[src/rtl/systolic_ctrl.sv]
// systolic_ctrl: loads 3x3 operands, feeds them to a systolic array and collects its result words
module systolic_ctrl #(
  parameter int TIMEOUT = 16,
  parameter int WORDS = 3
) (
  input  logic        clk,
  input  logic        reset,
  input  logic        ld_en,
  input  logic        ld_sel,
  input  logic [1:0]  ld_idx,
  input  logic [23:0] ld_data,
  input  logic        start,
  output logic        busy,
  output logic        done,
  output logic        err,
  output logic [23:0] arr_a,
  output logic [23:0] arr_b,
  output logic        arr_valid_in,
  input  logic        arr_valid_out,
  input  logic [47:0] arr_c,
  input  logic [1:0]  rd_idx,
  output logic [47:0] res_data
);
  localparam int TW = $clog2(TIMEOUT + 1);
  typedef enum logic [1:0] {IDLE, FEED, COLLECT, DONE} state_t;
  state_t state;
  logic [WORDS-1:0][23:0] a, b;
  logic [WORDS-1:0][47:0] res;
  logic [1:0] k, kn, cnt;
  logic [TW-1:0] tmo;
  logic wr;
  logic [23:0] a0, b0;
  // word 0 is forwarded so a load in the start cycle reaches the first feed word
  always_comb begin
    wr = ld_en && ld_idx != 2'd3;
    kn = k + 2'd1;
    a0 = (wr && !ld_sel && ld_idx == 2'd0) ? ld_data : a[0];
    b0 = (wr && ld_sel && ld_idx == 2'd0) ? ld_data : b[0];
    res_data = (rd_idx == 2'd3) ? '0 : res[rd_idx];
  end
  // run sequencer with registered array-side and status outputs
  always_ff @(posedge clk) begin
    if (reset) begin
      state <= IDLE;
      a <= '0;
      b <= '0;
      res <= '0;
      k <= '0;
      cnt <= '0;
      tmo <= '0;
      busy <= 1'b0;
      done <= 1'b0;
      err <= 1'b0;
      arr_valid_in <= 1'b0;
      arr_a <= '0;
      arr_b <= '0;
    end else begin
      case (state)
        IDLE: begin
          if (wr && !ld_sel) a[ld_idx] <= ld_data;
          if (wr && ld_sel) b[ld_idx] <= ld_data;
          if (start) begin
            state <= FEED;
            k <= '0;
            cnt <= '0;
            err <= 1'b0;
            busy <= 1'b1;
            arr_valid_in <= 1'b1;
            arr_a <= a0;
            arr_b <= b0;
          end
        end
        FEED: begin
          k <= kn;
          if (k == 2'(WORDS - 1)) begin
            state <= COLLECT;
            tmo <= '0;
            arr_valid_in <= 1'b0;
            arr_a <= '0;
            arr_b <= '0;
          end else begin
            arr_a <= a[kn];
            arr_b <= b[kn];
          end
        end
        COLLECT: begin
          tmo <= tmo + 1'b1;
          if (arr_valid_out) begin
            res[cnt] <= arr_c;
            cnt <= cnt + 2'd1;
          end
          if (arr_valid_out && cnt == 2'(WORDS - 1)) begin
            state <= DONE;
            done <= 1'b1;
          end else if (tmo == TW'(TIMEOUT - 1)) begin
            state <= DONE;
            done <= 1'b1;
            err <= 1'b1;
          end
        end
        DONE: begin
          state <= IDLE;
          done <= 1'b0;
          busy <= 1'b0;
        end
        default: state <= IDLE;
      endcase
    end
  end
endmodule

[config.mk]
export PLATFORM = sky130hd
export DESIGN_NAME = systolic_ctrl
export DESIGN_NICKNAME = d
export VERILOG_FILES = /design/src/rtl/systolic_ctrl.sv
export SDC_FILE = /design/constraint.sdc
export NUM_CORES = 1
export LEC_CHECK = 0
export BUFFER_PORTS_ARGS = -buffer_cell sky130_fd_sc_hd__buf_2
export CAP_MARGIN = 0
export CORE_MARGIN = 2
export CORE_UTILIZATION = 45
export DETAILED_ROUTE_END_ITERATION = 6
export PLACE_DENSITY = 0.69
export REMOVE_ABC_BUFFERS = 1
export SETUP_SLACK_MARGIN = 0.5
export SLEW_MARGIN = 20
export SYNTH_ARGS = -nofsm -noshare
export SYNTH_HDL_FRONTEND = slang
export SYNTH_SLANG_ARGS = --single-unit
[constraint.sdc]
create_clock -name clk -period 6.3 [get_ports clk]
set_clock_uncertainty 0.1 [all_clocks]
set_input_delay 0.945 -clock clk [delete_from_list [all_inputs] [get_ports clk]]
set_output_delay 0.945 -clock clk [all_outputs]
set_load 0.01 [all_outputs]
==> insert_results.sql <==
INSERT INTO impl_metrics (metric_group, metric, value, unit) VALUES
('status', 'status', 'finished clean', ''),
('synthesis', 'synth_enable_flop_cells', '0', ''),
('power_and_ir_drop', 'p_leak', '0.00635', 'µW'),
('placed_design', 'gp_routability_congestion', '0.837', ''),
('clocking', 'clk_path_buf_depth', '3', ''),
('clocking', 'clk-insertion-delay-late', '0.52', 'ns'),
('finish', 'area_growth', '15.1', '%'),
('clocking', 'cts_tree', 'built', ''),
('clocking', 'post-cts-setup-buffers', '0', ''),
('global_route', 'grt_pass1_wl', '69300', 'µm'),
('floorplan', 'core', '33500', 'µm²'),
('synthesis', 'synth_cell_types', '38', ''),
('global_route', 'globalRoute.busiestLayer', 'met2', ''),
('synthesis', 'netlist_area', '15300', 'µm²'),
('global_route', 'grtUsageMet1', '31.3', '%'),
('synthesis', 'netlist.area_leader.share', '45.9', '%'),
('finish', 'final-instance-count-excl-fill', '2484', ''),
('floorplan', 'fp.dieArea', '35500', 'µm²'),
('floorplan', 'initial_utilization', '45.6', '%'),
('floorplan', 'chipWidth', '188', 'µm'),
('floorplan', 'std_cell_rows', '67', ''),
('drt', 'drt-pass1-iter-count', '5', ''),
('power_and_ir_drop', 'net-switching-power', '2200', 'µW'),
('floorplan', 'io_count', '182', ''),
('drt', 'drt-wirelength-per-cell', '17.7', 'µm'),
('synthesis', 'postSynthAreaPerCell', '7.87', 'µm²'),
('global_route', 'antenna_found_initial', '3', ''),
('worst_setup_path', 'critPathLaunchType', 'input port', ''),
('drt', 'detail_route.vias_per_cell', '5.58', ''),
('clocking', 'cts-buffers-inserted', '39', ''),
('worst_setup_path', 'worst-endpoint-arrival', '2.47', 'ns'),
('power_and_ir_drop', 'share_seq_of_total_power', '37.9', '%'),
('global_route', 'first_global_vias', '13086', ''),
('synthesis', 'post_synth_main_area_contributors', 'sky130_fd_sc_hd__dfxtp_1 46%, sky130_fd_sc_hd__nand2_1 16%, sky130_fd_sc_hd__a21oi_1 9.7%, sky130_fd_sc_hd__mux2i_1 6.3%, sky130_fd_sc_hd__clkbuf_1 3.5%', ''),
('finish', 'share_of_final_layout_standard_cells_stronger_than_drive_strength_1', '16.6', '%'),
('placed_design', 'total_placed_cells_including_tap_cells', '2411', ''),
('timing', 'finalSetupTns', '0', 'ns'),
('synthesis', 'ys_warn_count', '0', ''),
('synthesis', 'leading_register_cell_type_out_of_synthesis', 'sky130_fd_sc_hd__dfxtp_1', ''),
('timing', 'setup-violations-final', '0', ''),
('power_and_ir_drop', 'max-vdd-ir-drop', '345', 'µV'),
('floorplan', 'die_height', '188', 'µm'),
('placed_design', 'dp_worst_slack', '2.76', 'ns'),
('drt', 'route.vias.total', '13852', ''),
('drt', 'drt_iter0_markers', '1189', ''),
('timing', 'timing.max_slew.rel_slack', '26.1', '%'),
('timing', 'fin_hold_ws', '0.353', 'ns'),
('drt', 'detail-route-antenna-nets', '0', ''),
('synthesis', 'postSynthRegisterBits', '351', ''),
('placed_design', 'dp_hpwl', '25800', 'µm'),
('global_route', 'grt_util_met3', '4.12', '%'),
('global_route', 'grtUsageMet2', '39.8', '%'),
('clocking', 'clk_pin_slew', '0.05', 'ns'),
('placed_design', 'buffer_ports.inserted', '181', ''),
('clocking', 'cts.sink_count', '351', ''),
('power_and_ir_drop', 'clkPwrFrac', '34.9', '%'),
('timing', 'finalWorstPathRequiredPeriod', '3.52', 'ns'),
('min_path', 'worst_hold_path_type', 'reg2reg', ''),
('worst_setup_path', 'crit_path_max_fanout', '39', ''),
('timing', 'maxSlewViolCount', '0', ''),
('finish', 'num-nets-final', '2097', ''),
('global_route', 'grt-ovfl-total', '0', ''),
('worst_setup_path', 'setup.worst_path.end_class', 'output pin', ''),
('synthesis', 'share_of_synthesized_area_occupied_by_flip_flops_and_latches', '45.9', '%'),
('clocking', 'cts_hold_buffers', '0', ''),
('timing', 'rsz0062_at_grt', 'false', ''),
('drt', 'drc', '0', ''),
('timing', 'fmaxAchievable', '284', 'MHz'),
('synthesis', 'synthDominantAreaCellType', 'sky130_fd_sc_hd__dfxtp_1', ''),
('clocking', 'clockRootBuffer', 'sky130_fd_sc_hd__clkbuf_16', ''),
('finish', 'fillCellCount', '3170', '');
-- path summary, 6_finish.rpt --
check / from / to / slack (ns) / cells after the start
min: res[31]$_SDFFE_PP0P_ / res[31]$_SDFFE_PP0P_ / 0.35 / 2
max reg2reg: state[1]$_SDFFE_PP0P_ / arr_a[14]$_SDFFE_PP0P_ / 2.82 / 9
min reg2reg: res[31]$_SDFFE_PP0P_ / res[31]$_SDFFE_PP0P_ / 0.35 / 2
max: rd_idx[1] / res_data[46] / 2.78 / 5
-- metal layers --
metal,routed length [µm],vias to the layer above
met5,28,-
met3,3420,81
li1,-,6682
met4,1070,4
met2,20200,526
met1,19100,6559
-- through the flow --
stage	utilization [%]	power [µW]	instance area [µm²]
CTS	52.4	6780	17600
finish	52.5	6740	17600
global route	52.5	7070	17600
floorplan	-	3710	14500
detailed placement	48.4	4420	16200
global placement	48.4	4390	16200
-- registers in the layout, indices dropped and copies added (netlist names), 2 cells and up --
register / count
arr_b: 24
cnt: 2
res: 144
a: 72
state: 2
tmo: 5
b: 72
k: 2
arr_a: 24
-- power groups by stage --
stage,Sequential (µW),Combinational (µW),Clock (µW)
after global placement,2600,1800,0
after floorplan,2670,1030,0
after CTS,2550,1830,2390
after detailed placement,2600,1820,0
after global routing,2580,2000,2490
final,2550,1840,2350
-- cells in the final DEF (no fill, tap or decap), types with 6 or more instances in the layout --
cell,n
sky130_fd_sc_hd__mux2_2,48
sky130_fd_sc_hd__clkbuf_16,41
sky130_fd_sc_hd__a21oi_1,298
sky130_fd_sc_hd__clkbuf_8,6
sky130_fd_sc_hd__nand2_1,633
sky130_fd_sc_hd__buf_4,21
sky130_fd_sc_hd__mux2i_1,97
sky130_fd_sc_hd__a221oi_1,49
sky130_fd_sc_hd__o22a_1,48
sky130_fd_sc_hd__nor2_1,64
sky130_fd_sc_hd__inv_1,8
sky130_fd_sc_hd__nor3_1,48
sky130_fd_sc_hd__o21ai_0,55
sky130_fd_sc_hd__buf_2,180
sky130_fd_sc_hd__clkbuf_1,8
sky130_fd_sc_hd__dfxtp_1,350
sky130_fd_sc_hd__clkinv_2,8
sky130_fd_sc_hd__ha_1,8
-- cell type report --
class                           instances  area (µm²)  area share [%]
Tap cell                              448         561            3.18
Timing Repair Buffer                  204        1110            6.32
Antenna cell                            1        2.50          0.0142
Multi-Input combinational cell       1401        7550            42.9
Clock buffer                           55        1140            6.46
Clock inverter                         16         191            1.09
Sequential cell                       351        7030            39.9
Inverter                                8        30.0           0.170
-- cell families (layout without fill, tap and decap cells) --
logic type                 after synthesis  count (layout)  share of synthesized area [%]
and+or+nand+nor                        788             788                           20.5
AOI/OAI and AO/OA                      457             457                           17.5
DFF                                    351             351                           45.9
buffers and inverters                  194             283                           5.31
muxes                                  146             146                           10.0
adders and majority gates               10              10                          0.817
other                                    0               1                              0
-- critical path, stage by stage --
cell                      delay, ns
sky130_fd_sc_hd__buf_2         0.32
sky130_fd_sc_hd__buf_4         0.61
sky130_fd_sc_hd__mux2i_1       0.28
sky130_fd_sc_hd__o21ai_0       0.10
sky130_fd_sc_hd__buf_2         0.16
(Power assumes the default switching activity.)
